===== config.mk =====
export PLATFORM = sky130hd
export DESIGN_NAME = hazard_scoreboard
export DESIGN_NICKNAME = d
export VERILOG_FILES = /design/src/rtl/hazard_scoreboard.sv
export SDC_FILE = /design/constraint.sdc
export NUM_CORES = 1
export LEC_CHECK = 0
export CAP_MARGIN = 20
export CELL_PAD_IN_SITES_DETAIL_PLACEMENT = 1
export CELL_PAD_IN_SITES_GLOBAL_PLACEMENT = 1
export CORE_MARGIN = 1.5
export CORE_UTILIZATION = 40
export DETAILED_ROUTE_END_ITERATION = 8
export GPL_TIMING_DRIVEN = 0
export PLACE_DENSITY_LB_ADDON = 0.1
export SETUP_SLACK_MARGIN = 0.1
export SLEW_MARGIN = 20
export SYNTH_ARGS = -nofsm -noshare
export SYNTH_HDL_FRONTEND = slang
export SYNTH_SLANG_ARGS = --single-unit

===== constraint.sdc =====
create_clock -name clk -period 4.6 [get_ports clk]
set_clock_uncertainty 0.15 [all_clocks]
set_input_delay 0.92 -clock clk [delete_from_list [all_inputs] [get_ports clk]]
set_output_delay 0.92 -clock clk [all_outputs]
set_load 0.01 [all_outputs]

===== src/rtl/hazard_scoreboard.sv =====
// hazard_scoreboard
//   Stall/forward controller for the 5-stage pipeline. It tracks the
//   producers sitting in E, M and W, each with a Tnew countdown that
//   saturates at 0. For each D-stage source operand it finds the nearest
//   producer and decides whether to stall or which stage to forward from.
//   A separate counter models multi-cycle MDU occupancy, so HI/LO users are
//   held until the mult/div result exists.
//
// Ports
//   clk                   pipeline clock, rising edge
//   reset                 asynchronous, active-high; clears slots and MDU counter
//   rs_d, rt_d            D-stage source register addresses
//   rs_used_d, rt_used_d  the source is actually read
//   tuse_rs_d, tuse_rt_d  cycles until D needs that operand
//   dst_d, we_d, tnew_d   D-stage destination, write enable and Tnew
//   mdu_op_d, mdu_div_d   D starts the MDU; div-class when mdu_div_d is set
//   mdu_use_d             D touches HI/LO or starts the MDU
//   stall                 hold F/D and push a bubble into E (combinational)
//   fwd_rs, fwd_rt        0 = RF, 1 = E, 2 = M, 3 = W (combinational)
//   mdu_busy              MDU counter non-zero
module hazard_scoreboard #(
    parameter int AW       = 5,
    parameter int TW       = 2,
    parameter int MULT_LAT = 5,
    parameter int DIV_LAT  = 10
) (
    input  logic          clk,
    input  logic          reset,
    input  logic [AW-1:0] rs_d,
    input  logic [AW-1:0] rt_d,
    input  logic          rs_used_d,
    input  logic          rt_used_d,
    input  logic [TW-1:0] tuse_rs_d,
    input  logic [TW-1:0] tuse_rt_d,
    input  logic [AW-1:0] dst_d,
    input  logic          we_d,
    input  logic [TW-1:0] tnew_d,
    input  logic          mdu_op_d,
    input  logic          mdu_div_d,
    input  logic          mdu_use_d,
    output logic          stall,
    output logic [1:0]    fwd_rs,
    output logic [1:0]    fwd_rt,
    output logic          mdu_busy
);

    localparam int CW = $clog2(DIV_LAT + 1);

    typedef struct packed {
        logic          we;
        logic [AW-1:0] addr;
        logic [TW-1:0] tnew;
        logic          mdu;
        logic          div;
    } slot_t;

    slot_t         e_q, m_q, w_q;
    slot_t         e_d, m_d, w_d;
    logic [CW-1:0] mdu_cnt_q, mdu_cnt_d;

    logic          stall_rs, stall_rt, stall_mdu;

    function automatic logic [TW-1:0] sat_dec(input logic [TW-1:0] t);
        return (t == '0) ? '0 : t - TW'(1);
    endfunction

    function automatic slot_t age_slot(input slot_t s);
        slot_t r;
        r      = s;
        r.tnew = sat_dec(s.tnew);
        return r;
    endfunction

    function automatic logic slot_match(input slot_t s, input logic [AW-1:0] src,
                                        input logic used);
        return s.we && (s.addr == src) && (src != '0) && used;
    endfunction

    // Nearest producer wins: a younger write hides any older one, even an
    // older one whose value is already available.
    function automatic void resolve(input slot_t e, input slot_t m, input slot_t w,
                                    input logic [AW-1:0] src, input logic used,
                                    input logic [TW-1:0] tuse,
                                    output logic stall_o, output logic [1:0] fwd_o);
        logic          hit;
        logic [TW-1:0] ptnew;
        logic [1:0]    pcode;
        hit   = 1'b0;
        ptnew = '0;
        pcode = 2'd0;
        if (slot_match(e, src, used)) begin
            hit = 1'b1; ptnew = e.tnew; pcode = 2'd1;
        end else if (slot_match(m, src, used)) begin
            hit = 1'b1; ptnew = m.tnew; pcode = 2'd2;
        end else if (slot_match(w, src, used)) begin
            hit = 1'b1; ptnew = w.tnew; pcode = 2'd3;
        end
        stall_o = hit && (ptnew > tuse);
        fwd_o   = (hit && (ptnew == '0)) ? pcode : 2'd0;
    endfunction

    always_comb begin
        stall_rs = 1'b0;
        stall_rt = 1'b0;
        fwd_rs   = 2'd0;
        fwd_rt   = 2'd0;
        resolve(e_q, m_q, w_q, rs_d, rs_used_d, tuse_rs_d, stall_rs, fwd_rs);
        resolve(e_q, m_q, w_q, rt_d, rt_used_d, tuse_rt_d, stall_rt, fwd_rt);
    end

    assign mdu_busy  = (mdu_cnt_q != '0);
    // An MDU op still in E has not loaded the counter yet, so it blocks too.
    assign stall_mdu = mdu_use_d && (mdu_busy || e_q.mdu);
    assign stall     = stall_rs || stall_rt || stall_mdu;

    always_comb begin
        m_d = age_slot(e_q);
        w_d = age_slot(m_q);
        e_d = '0;
        if (!stall) begin
            e_d.we   = we_d;
            e_d.addr = dst_d;
            e_d.tnew = sat_dec(tnew_d);
            e_d.mdu  = mdu_op_d;
            e_d.div  = mdu_op_d && mdu_div_d;
        end
    end

    // The counter loads from E regardless of stall; a concurrent bubble has
    // mdu = 0, so the op is counted exactly once.
    always_comb begin
        mdu_cnt_d = mdu_cnt_q;
        if (e_q.mdu) begin
            mdu_cnt_d = e_q.div ? CW'(DIV_LAT) : CW'(MULT_LAT);
        end else if (mdu_cnt_q != '0) begin
            mdu_cnt_d = mdu_cnt_q - CW'(1);
        end
    end

    always_ff @(posedge clk or posedge reset) begin
        if (reset) begin
            e_q       <= '0;
            m_q       <= '0;
            w_q       <= '0;
            mdu_cnt_q <= '0;
        end else begin
            e_q       <= e_d;
            m_q       <= m_d;
            w_q       <= w_d;
            mdu_cnt_q <= mdu_cnt_d;
        end
    end

endmodule


# Word-level counts from Yosys, hierarchy flattened
# Index checks and enable logic that the tools add are counted.
[word_totals]
n_memories = 0
output_inout_bits = 6
register_bits = 30
latchBits = 0
mem_bits_rw = 0
mem_bits_ro = 0
wordCells = 87
input_bits = 29
[classes]
n_eq_ne = 6
div_mod_pow = 0
mul = 0
addsub = 4
n_lt_le_gt_ge = 2
muxes = 27
shift = 0
n_reduce_logical = 36
bitwise_logic = 0
[op_table]
columns = ["op", "n"]
rows = [
  ["two-way mux 2 bit", 17],
  ["== test 5 bit", 6],
  ["logical AND 1 bit", 24],
  ["two-way mux 4 bit", 3],
  ["zero test 2 bit", 5],
  ["two-way mux 10 bit", 1],
  ["nonzero test 5 bit", 2],
  ["two-way mux 1 bit", 6],
  ["subtractor 2 x 1 -> 2 bit (second input constant)", 3],
  ["greater-than comparator 2 bit", 2],
  ["nonzero test 4 bit", 1],
  ["subtractor 4 x 1 -> 4 bit (second input constant)", 1],
  ["logical OR 1 bit", 3],
  ["nonzero test 2 bit", 1],
]

# Logic depth before layout (Yosys ltp)
[logic_depth]
ltp_word = 12
ltp_mapped = 12
mapped_depth_nobuf = 11

# Least setup slack after synthesis
# OpenSTA, ideal clock, no wires.
[synth_timing]
path_kind = "input to output"
startpoint = "input port rt_d[1]"
endpoint = "output port stall"
stages = 10
t_arrival_ps = 2991
required_ps = 3530
path_buffers = 0
setup_slack_ps = 539
cell_sequence = "nor4_2 -> a211oi_1 -> and2_2 -> o311ai_1 -> and2_1 -> ha_1 -> nor2b_1 -> o21ai_0 -> a31oi_1 -> or3_1"
[synth_via]
elab_chain_len = 11
word_cells_on_any_way = 23
cone_classes = "1 x order compare; 3 x eq/ne; 6 x mux; 13 x reduce/logical"
[synth_lines]
columns = ["element", "line_no", "rtl"]
rows = [
  ["start: declaration", "30", "input logic [AW-1:0] rt_d,"],
  ["== test 5 bit", "76", "return s.we && (s.addr == src) && (src != '0) && used;"],
  ["logical AND 1 bit (3 in series)", "76", ""],
  ["two-way mux 2 bit", "95", "end else if (slot_match(w, src, used)) begin"],
  ["two-way mux 2 bit", "93", "end else if (slot_match(m, src, used)) begin"],
  ["two-way mux 2 bit", "91", "if (slot_match(e, src, used)) begin"],
  ["greater-than comparator 2 bit", "98", "stall_o = hit && (ptnew > tuse);"],
  ["logical AND 1 bit *", "98", ""],
  ["logical OR 1 bit * (2 in series)", "114", "assign stall = stall_rs || stall_rt || stall_mdu;"],
  ["end: declaration", "41", "output logic stall,"],
]
# Every way passes the cells marked *; elsewhere a longest branch is shown, timed or not.

# Worst setup path in the final report
[layout_timing]
startpoint = "input port rs_d[0]"
endpoint = "output port stall"
[layout_via]
elab_chain_len = 11
word_cells_on_any_way = 23
cone_classes = "1 x order compare; 3 x eq/ne; 6 x mux; 13 x reduce/logical"
[layout_lines]
columns = ["element", "line_no", "rtl"]
rows = [
  ["start: declaration", "29", "input logic [AW-1:0] rs_d,"],
  ["== test 5 bit", "76", ""],
  ["logical AND 1 bit (3 in series)", "76", ""],
  ["two-way mux 2 bit", "95", ""],
  ["two-way mux 2 bit", "93", ""],
  ["two-way mux 2 bit", "91", ""],
  ["greater-than comparator 2 bit", "98", ""],
  ["logical AND 1 bit *", "98", ""],
  ["logical OR 1 bit * (2 in series)", "114", ""],
]
# Marks and branches as above.

==> results.md <==
* Die X at 71.8 µm
* Leak pwr at 1.09 nW
* Ant diodes at 0
* Commonest cells in the synthesized netlist: 30 x dfrtp_1, 17 x xor2_1, 15 x xnor2_1
* Mean Syn Cell Area at 10.5 µm²
* Most frequent cell after synthesis: dfrtp_1
* Cell variety after synth at 45
* Top cells by area, synth: dfrtp_1 40%, xor2_1 7.9%, xnor2_1 6.9%
* Largest net degree at the start of global routing at 31
* Crit end category: primary output
* Post-Synthesis Net Count at 216
* Core area at 4440 µm²
* Worst Hold Class: flop to flop
* Max Cap Violations at 0
* TritonCTS Buffers at 5
* Max incr delay on CP at 0.55 ns
* Cell taking the most area after synthesis: dfrtp_1
* Final ANT Viol Nets at 0
* Vias in the first global route at 1871
* Die Span Y at 71.8 µm
* CTS max path bufs at 2
* Placed cell count at 267
* Pins Over Slew Limit at 0
* CP Max Fanout at 6
* Worst Hold End: m_q[9]$_DFF_PP0_
* Post-synth EDFFs at 0
* Failing checks: DRC
* Sequential share of the synthesized area at 39.7%
* Ports at 35
* Hold_sp: e_q[9]$_DFF_PP0_
* Pwr Density at 301 nW/µm²
* Peak supply drop at 0.189 mV
* Clock Root Buffer: clkbuf_8
* Initial antenna violation count at 0
* Worst slew pin tran at 0.676 ns
* Setup TNS at 0 ns
* Final min period at 4.41 ns
* Final GP Congestion at 0.797
* FF-to-FF End: e_q[6]$_DFF_PP0_
* Synth top area share at 39.7%
* Synthesized flop and latch total at 30
* RSZ-0062 raised after global routing: no
* CTS tree: yes
* Initial Utilization at 42.6%
* R2R Path Start: w_q[4]$_DFF_PP0_
* Clock sinks at 30
* Crit path launch type: input port
* Via count at 1629
* CP arrival at 3.34 ns
* Post-synth ARST share at 100%
* DPL Wire Length at 3880 µm
* Clk_lat worst skew at 0.28 ns
* WS Path Type: input port to primary output
* Outcome: finished, violations left
* R2R setup slack at 1.48 ns
* GRT overflow at 0
* Relative slew slack at 54.9%
* CP delay by family, top: simple AND/OR/NAND/NOR gates
* Fin cells at 288
* CP cell instances: clkdlybuf4s15_1 -> nor2_1 -> a21bo_2 -> or4_1 -> o211ai_1 -> nand2_1 -> ha_1 -> a21oi_1 -> o31a_1 -> or3_4 -> buf_6
* Number of buffers added on ports at 34
* CP max-delay cell: or4_1
* Die ar. at 5150 µm²
* Mean number of vias per cell at 5.66
* Routed WL at 5440 µm
* Row cnt at 24
* Crit share post-route at 95.8%
* Hold depth at 0
* CP Buf/Inv Count at 2
* Net count, final at 270
* Number of remaining DRC errors at 1
* Cells after synthesis at 181
* Final Power at 0.803 mW
* GRT Resource Usage Total at 22.3%
* Number of iterations in the first detailed-routing pass at 6
* Layout cells sized above 1 at 30.1%
* Wire length per cell at 18.9 µm
* Fmax achieved at 227 MHz
* Area growth, synth to finish at 41.1%
* Predominant post-synthesis flop cell: dfrtp_1
* First-pass GRT wire length at 8790 µm
* Hold WS at 0.297 ns
* Initial drt markers at 26
* CP Data Required Time at 3.53 ns
* Final Hold Viols at 0
* H-tree lvl count at 2
* Synth Cell Area at 1890 µm²
* Post-layout util at 60.1%
* Clock-pin slew on the worst setup and hold paths at 0.07 ns
* Yosys warnings at 0
* Setup violations, final at 0
* Worst R2R Path Depth at 12
what timing repair did:
item,in CTS,in global routing
setup endpoints to repair,2,1
pin swaps,13,10
hold buffers,0,0
hold endpoints to repair,0,0
buffers inserted,11,2
resized for setup,50,36
sequential cells by signal (all words and copies together) (netlist names):
| register | flops |
|---|---|
| m_q | 8 |
| e_q | 10 |
| mdu_cnt_q | 4 |
| w_q | 8 |
worst max-delay path by stage:
stage                     startpoint  endpoint  slack [ns]  cells past startpoint
after detailed placement     rt_d[1]     stall       -0.97                     12
after CTS                    rt_d[2]     stall        0.11                     13
final                        rs_d[0]     stall        0.19                     11
after global routing         rs_d[0]     stall        0.09                     11
after global placement       rt_d[1]     stall       -0.81                     12
after floorplan              rt_d[1]     stall        0.54                     10
layout by cell type (no fill, tap or decap), types with 3 or more instances in the layout:
cell type / n
a21oi_1: 4
and2_1: 3
and3_1: 3
buf_4: 12
buf_6: 7
clkbuf_2: 4
clkbuf_8: 6
clkdlybuf4s50_1: 21
dfrtp_1: 30
ha_1: 5
inv_1: 7
nand2_1: 12
nand2b_1: 4
nand3_1: 6
nand4_1: 4
nor2_1: 6
nor2b_1: 3
nor3_1: 3
nor4_2: 4
nor4_4: 3
nor4b_2: 9
o21a_1: 3
xnor2_1: 15
xor2_1: 16
metal layers:
metal / global-route usage [%] / routed length (µm) / share of wire, %
met1: 25.5 / 2240 / 41
met4: 8.18 / 128 / 2.4
met2: 40.8 / 2920 / 54
met3: 4.50 / 155 / 2.8
met5: 0 / 0 / 0
metrics by stage:
step / area, µm² / setup slack, ns
2_1_floorplan: 1890 / 0.539
3_3_place_gp: 2300 / -0.808
3_5_place_dp: 2300 / -0.973
4_1_cts: 2570 / 0.105
5_1_grt: 2670 / 0.0889
6_report: 2670 / 0.194
cells by family after synthesis:
logic type | count (synthesis) | synth area share (%)
AOI/OAI and AO/OA | 25 | 9.99
xor gates and xnor gates | 32 | 14.8
adders and majority gates | 6 | 3.97
buffers and inverters | 12 | 2.84
DFF | 30 | 39.7
and+or+nand+nor | 76 | 28.7
report_power, final:
| group | internal [mW] | switching [mW] |
|---|---|---|
| registers | 0.303 | 0.0410 |
| logic | 0.119 | 0.119 |
| clock network | 0.120 | 0.101 |
| total | 0.542 | 0.261 |
layout make-up:
class | count | area, µm²
Tap cell | 52 | 65.1
Clock buffer | 6 | 82.6
Multi-Input combinational cell | 139 | 1270
Sequential cell | 30 | 751
Inverter | 9 | 33.8
Fill cell | 466 | 1770
Buffer | 3 | 20.0
Timing Repair Buffer | 47 | 435
Clock inverter | 2 | 12.5
No activity file was read; power rests on OpenSTA's default activity.
